## src/rtl/pwm_pkg.sv

```systemverilog
// Shared definitions for the PWM peripheral slice.
// Contents: channel count, counter width, default prescale, the full-duty
// code, and the waveform-level helper used by the timebase.
package pwm_pkg;

  localparam int unsigned PWM_CHANNELS         = 16;
  localparam int unsigned PWM_CNT_W            = 8;
  localparam int unsigned PWM_PRESCALE_DEFAULT = 13;
  localparam logic [PWM_CNT_W-1:0] PWM_DUTY_FULL = 8'hFF;

  typedef logic [PWM_CNT_W-1:0]    pwm_cnt_t;
  typedef logic [PWM_CHANNELS-1:0] pwm_mask_t;

  // Left-aligned waveform level. Full-scale duty is forced high so the
  // waveform has no one-step dip at the end of the period.
  function automatic logic pwm_level(input pwm_cnt_t cnt, input pwm_cnt_t duty);
    return (duty == PWM_DUTY_FULL) || (cnt < duty);
  endfunction

endpackage

```

## src/rtl/pwm_timebase.sv

```systemverilog
// Shared PWM timebase: prescaler, 8-bit period counter and duty shadow.
// Ports:
//   clk, rst  : clock, synchronous active-high reset
//   duty_in   : requested duty (sampled only at the period wrap)
//   pwm_high  : current waveform level (combinational from flops)
//   wrap      : true in the last clk cycle of each PWM period
module pwm_timebase
  import pwm_pkg::*;
#(
  parameter int unsigned PRESCALE = PWM_PRESCALE_DEFAULT
) (
  input  logic     clk,
  input  logic     rst,
  input  pwm_cnt_t duty_in,
  output logic     pwm_high,
  output logic     wrap
);

  localparam pwm_cnt_t PRE_LAST = pwm_cnt_t'(PRESCALE - 1);

  pwm_cnt_t pre_cnt;
  pwm_cnt_t pwm_cnt;
  pwm_cnt_t duty_q;
  logic     step;

  always_comb begin
    step     = (pre_cnt == PRE_LAST);
    wrap     = step && (pwm_cnt == '1);
    pwm_high = pwm_level(pwm_cnt, duty_q);
  end

  // duty_q only moves on the wrap edge, so a period never sees two duties.
  always_ff @(posedge clk) begin
    if (rst) begin
      pre_cnt <= '0;
      pwm_cnt <= '0;
      duty_q  <= '0;
    end else begin
      pre_cnt <= step ? '0 : pre_cnt + pwm_cnt_t'(1);
      if (step) pwm_cnt <= pwm_cnt + pwm_cnt_t'(1);
      if (wrap) duty_q  <= duty_in;
    end
  end

endmodule

```

## src/rtl/pwm_peripheral.sv

```systemverilog
// PWM peripheral: drives 16 chip pins from the SPI configuration bytes.
// Each pin is forced low, forced high, or follows the shared PWM waveform.
// Ports:
//   clk, rst                          : clock, synchronous active-high reset
//   en_reg_out_7_0/15_8               : per-pin output enable
//   en_reg_pwm_7_0/15_8               : per-pin PWM mode select
//   pwm_duty_cycle                    : duty request, applied at period start
//   out                               : registered pin drive, bit i = pin i
//   period_start                      : one-cycle pulse on each period's first cycle
module pwm_peripheral
  import pwm_pkg::*;
#(
  parameter int unsigned PRESCALE = PWM_PRESCALE_DEFAULT
) (
  input  logic        clk,
  input  logic        rst,
  input  logic [7:0]  en_reg_out_7_0,
  input  logic [7:0]  en_reg_out_15_8,
  input  logic [7:0]  en_reg_pwm_7_0,
  input  logic [7:0]  en_reg_pwm_15_8,
  input  logic [7:0]  pwm_duty_cycle,
  output logic [15:0] out,
  output logic        period_start
);

  pwm_mask_t en_out;
  pwm_mask_t en_pwm;
  pwm_mask_t out_d;
  logic      pwm_high;
  logic      wrap;

  pwm_timebase #(
    .PRESCALE (PRESCALE)
  ) u_timebase (
    .clk      (clk),
    .rst      (rst),
    .duty_in  (pwm_duty_cycle),
    .pwm_high (pwm_high),
    .wrap     (wrap)
  );

  always_comb begin
    en_out = {en_reg_out_15_8, en_reg_out_7_0};
    en_pwm = {en_reg_pwm_15_8, en_reg_pwm_7_0};
    out_d  = en_out & (~en_pwm | {PWM_CHANNELS{pwm_high}});
  end

  // Every pin comes straight from a flop so the drive cannot glitch.
  always_ff @(posedge clk) begin
    if (rst) begin
      out          <= '0;
      period_start <= 1'b0;
    end else begin
      out          <= out_d;
      period_start <= wrap;
    end
  end

endmodule

```

## config.mk

```make
export PLATFORM = sky130hd
export DESIGN_NAME = pwm_peripheral
export DESIGN_NICKNAME = d
export VERILOG_FILES = /design/src/rtl/pwm_pkg.sv /design/src/rtl/pwm_timebase.sv /design/src/rtl/pwm_peripheral.sv
export SDC_FILE = /design/constraint.sdc
export NUM_CORES = 1
export LEC_CHECK = 0
export ABC_AREA = 1
export CORE_MARGIN = 2
export CORE_UTILIZATION = 30
export DETAILED_ROUTE_END_ITERATION = 8
export PLACE_DENSITY_LB_ADDON = 0.3
export SLEW_MARGIN = 5
export SYNTH_ARGS = -nofsm -noshare
export SYNTH_HDL_FRONTEND = slang
export SYNTH_SLANG_ARGS = --single-unit
```

## constraint.sdc

```tcl
create_clock -name clk -period 2.8 [get_ports clk]
set_clock_uncertainty 0.15 [all_clocks]
set_input_delay 0.42 -clock clk [delete_from_list [all_inputs] [get_ports clk]]
set_output_delay 0.42 -clock clk [all_outputs]
set_load 0.1 [all_outputs]
```

-- After elaboration in Yosys (flattened, before gate mapping)
Cells that the tools add are included.
- register bits after elaboration: 41
- input port bits: 42
- output and inout port bits: 17
- $add $sub $neg: 2
- magnitude comparators: 1
- equality and inequality tests: 3
- bitwise gates (word level): 3
- reductions and logical operators: 3
- operator list (cell ; count):
    $add 8x1->8 const B ; 2
    $and 16x16->16 ; 1
    $eq 8x8->1 const B ; 2
    $not 16->16 ; 1
    $or 16x16->16 ; 1
    $eq 8x4->1 const B ; 1
    $lt 8x8->1 ; 1
    $reduce_or 2->1 ; 1
    $logic_and 1x1->1 ; 1
    $logic_or 1x1->1 ; 1

-- Longest topological paths before layout
- word-level depth: 4
- mapped depth: 12

-- Hierarchy
From an unflattened synthesis, not the netlist that was laid out.
- cell total of the unflattened synthesis: 270
- area, all modules: 1908.1 um^2
- modules (own cells, without submodules) (module ; times used ; cells each ; area each (um^2) ; seq. area each (um^2)):
    pwm_timebase ; 1 ; 183 ; 1282.5 ; 480.5
    pwm_peripheral ; 1 ; 87 ; 625.6 ; 340.3

-- Worst setup path before layout
Ideal clock, no wire load.
- path type: reg2reg
- from: register u_timebase.duty_q[5]
- to: register out[10]
- arrival time: 1.404 ns
- data required time: 2.594 ns
- path slack: 1.190 ns
- stages on the path, launching flop included: 11
- path buffers: 1
- period minus slack after synthesis: 1.610 ns
- cell sequence: dfxtp_1 -> inv_1 -> ha_1 -> a21oi_1 -> nor2_1 -> nor3_1 -> nand2_2 -> buf_6 -> nand3_2 -> nand2_1 -> inv_1
- longest elaborated chain between the ends: 4
- elaborated cells between the ends (all ways): 5
- those cells by class: order compare: 1; eq/ne: 1; bitwise: 2; reduce/logical: 1
- RTL lines (element ; line ; source):
    start, declared ; pwm_timebase.sv:23 ; pwm_cnt_t duty_q;
    start signal, assigned ; pwm_timebase.sv:41 ; if (wrap) duty_q <= duty_in;
    $lt 8x8->1 or $eq 8x8->1 (tied branches) ; pwm_pkg.sv:17 ; return (duty == PWM_DUTY_FULL) || (cnt < duty);
    $logic_or 1x1->1 (*) ; pwm_pkg.sv:17 ;
    $or 16x16->16 (*) ; pwm_peripheral.sv:45 ; out_d = en_out & (~en_pwm | {PWM_CHANNELS{pwm_high}});
    $and 16x16->16 (*) ; pwm_peripheral.sv:45 ;
    end signal, assigned ; pwm_peripheral.sv:54 ; out <= out_d;
    end, declared ; pwm_peripheral.sv:22 ; output logic [15:0] out,
Every way passes the cells marked *; elsewhere a longest branch is shown, timed or not.
A chain may end at the register's enable or synchronous reset.

-- Worst setup path in the final report
- from: register u_timebase.duty_q[5]
- to: register out[3]
Same word-level chain as after synthesis.

==> flow_metrics.env <==
export IMPL_outcome="completed"
export IMPL_tightest_slew_ps=438
export IMPL_synth_seq_cells=41
export IMPL_numCtsBuffers=5
export IMPL_switching_share_pct=27.4
export IMPL_via_per_inst=4.37
export IMPL_most_common_layout_cells="inv_1, nand2_1, clkdlybuf4s50_1, dfxtp_1, nor2_1"
export IMPL_syn_inst=276
export IMPL_ys_flop_type="dfxtp_1"
export IMPL_final_hold_violation_count=0
export IMPL_timing_final_crit_share_pct=66.1
export IMPL_fin_area_mm2=0.00268
export IMPL_pre_cts_ws_ps=971
export IMPL_cpMostUsedCell="inv_1"
export IMPL_ctsHoldBuffers=0
export IMPL_cts_resized=0
export IMPL_syn_nets=328
export IMPL_die_area_mm2=0.00736
export IMPL_area_growth_pct=33.5
export IMPL_fp_dieW_um=85.8
export IMPL_antennaDiodeCount=0
export IMPL_period_needed_ps=1850
export IMPL_setup_tns_ps=0
export IMPL_setup_violations=0
export IMPL_synth_async_reset_ratio_pct=0
export IMPL_firstDrtPassIters=6
export IMPL_worst_path_max_delay_cell="dfxtp_1"
export IMPL_peakVddDrop_uv=267
export IMPL_worst_path_max_fanout=16
export IMPL_grt_overflow_total=0
export IMPL_grt_max_degree=27
export IMPL_hold_path_class="flop to flop"
export IMPL_final_cells=414
export IMPL_seqCellArea_um2=821
export IMPL_p_leak_nw=1.31
export IMPL_grt_pass1_vias=1702
export IMPL_drtIter0Drc=66
export IMPL_clk_pin_slew_ps=80
export IMPL_core_mm2=0.00642
export IMPL_seq_area_frac_synth_pct=40.9
export IMPL_wirelength_um=4400
export IMPL_synth_compound_area_share_pct=6.86
export IMPL_synth_edf_count=0
export IMPL_p_clk_share_pct=32.4
export IMPL_clockBufferDepth=2
export IMPL_muxShareOfSynthArea_pct=0
export IMPL_yosys_area_share_simple_pct=32.4
export IMPL_wl_per_cell_um=10.6
export IMPL_port_buffers=58
export IMPL_post_synth_num_cell_types=25
export IMPL_placed_cell_area_mm2=0.00260
export IMPL_hpwlAfterDp_um=3300
export IMPL_grt_usage_pct=12.3
export IMPL_htree_num_levels=2
export IMPL_grt_first_pass_wirelength_um=7290
export IMPL_arrival_ps=1940
export IMPL_syn_area_per_cell_um2=7.27
export IMPL_ant_nets=0
export IMPL_postCtsSetupBuffers=0
export IMPL_clock_sinks=41
export IMPL_startpoint_type="flop"
export IMPL_cts_tree="done"
export IMPL_crit_type="flop to flop"
export IMPL_synth_top_family_by_area="simple AND/OR/NAND/NOR gates"
export IMPL_rsz0062_at_grt="false"
export IMPL_dr_total_vias=1809
export IMPL_max_cap_violations=0
export IMPL_p_seq_share_pct=51.5
export IMPL_slowest_delay_ps=330
export IMPL_drive_gt1_share_pct=13.9
export IMPL_worst_slack_ps=950
export IMPL_multi_input_area_um2=921
export IMPL_worstSkewPairLatency_ps=290
export IMPL_max_freq_ghz=0.541
export IMPL_die_height_um=85.8
export IMPL_yosys_warnings=0
export IMPL_rrSetupSlack_ps=950
export IMPL_power_density_mw_per_mm2=436
export IMPL_drc_errors=0
export IMPL_required_ps=2890
export IMPL_holdWs_ps=316
export IMPL_synth_adder_area_share_pct=6.23
export IMPL_power_internal_uw=848
export IMPL_num_rows=29
export IMPL_cts_root_buf="clkbuf_8"
export IMPL_p_switching_uw=321
export IMPL_antenna_found_initial=0
export IMPL_ioPinCount=59
export IMPL_comb_power_share_pct=16.1
export IMPL_synth_xor_area_share_pct=0.436
export IMPL_crit_path_cell_trace="inv_1, ha_1, a21oi_1, nor2_1, nor3_1, nand2_2, nand3_1, nand2_1, inv_1"
export IMPL_fillers=651
export IMPL_gp_congestion=0.753
export IMPL_finish_net_count=388
export IMPL_crit_path_end_kind="flop"
export IMPL_initial_utilization_pct=31.2
export IMPL_final_max_slew_viol_count=0
export IMPL_dp_cells=406
export IMPL_slew_headroom_pct=70.7
export IMPL_final_common_cell="inv_1"
export IMPL_synth_area_mm2=0.00201
-- power by group through the flow --
stage                     registers, mW  clock network, mW  logic, mW
after floorplan                   0.683                  0     0.0400
after global placement            0.615                  0      0.188
after detailed placement          0.616                  0      0.190
after CTS                         0.602              0.398      0.190
after global routing              0.604              0.419      0.201
final                             0.602              0.378      0.188
-- worst paths after layout --
path                     endpoint  cells past startpoint                 start
max                        out[3]                      9  u_timebase.duty_q[5]
min          u_timebase.duty_q[6]                      2  u_timebase.duty_q[6]
max reg2reg                out[3]                      9  u_timebase.duty_q[5]
min reg2reg  u_timebase.duty_q[6]                      2  u_timebase.duty_q[6]
-- cell usage after synthesis, types with 2 or more instances --
library cell / instances / area share, %
a21oi_1: 18 / 4.5
buf_6: 3 / 1.7
dfxtp_1: 41 / 41
ha_1: 10 / 6.2
inv_1: 54 / 10
inv_2: 3 / 0.56
nand2_1: 50 / 9.4
nand2_2: 4 / 1.2
nand3_1: 22 / 5.5
nand3_2: 11 / 5.5
nand4_1: 2 / 0.62
nor2_1: 37 / 6.9
nor3_1: 2 / 0.50
o21ai_0: 8 / 2.0
-- logic make-up after synthesis --
| kind of cell | count (synthesis) |
|---|---|
| compound gates | 27 |
| xor+xnor | 1 |
| fa+ha+maj | 10 |
| buf+inv | 63 |
| flops | 41 |
| simple gates | 134 |
-- worst max-delay path, delay by kind of cell, from the launching register on --
kind,cells,cell delay (ps)
and+or+nand+nor,5,740
DFF,1,330
adders and majority gates,1,310
AOI/OAI and AO/OA,1,150
buffers and inverters,2,110
-- area by class of cell --
| type | count | area share, % |
|---|---|---|
| clock buffers | 6 | 2.71 |
| clock inverters | 2 | 0.373 |
| inverters | 57 | 7.98 |
| multi-input cells | 172 | 34.4 |
| flip-flops and latches | 41 | 30.6 |
| well taps | 77 | 3.59 |
| repair buffers | 59 | 20.4 |
-- registers in the layout, summed over array words and instances, names as in the netlist --
| name | count |
|---|---|
| u_timebase.duty_q | 8 |
| u_timebase.pre_cnt | 8 |
| period_start | 1 |
| out | 16 |
| u_timebase.pwm_cnt | 8 |
-- through the flow --
stage	power, mW	util (%)
after floorplan	0.723	-
after global placement	0.803	40.4
after detailed placement	0.806	40.4
after CTS	1.19	41.7
after global routing	1.22	41.7
final	1.17	41.7
-- per-layer routing --
metal	vias up	wire (um)	track usage, %
met5	-	0	0
met4	0	59	3.90
met3	7	152	3.08
met2	27	2180	21.4
met1	807	2010	14.8
li1	968	-	-
Power figures use the tool's default switching activity.
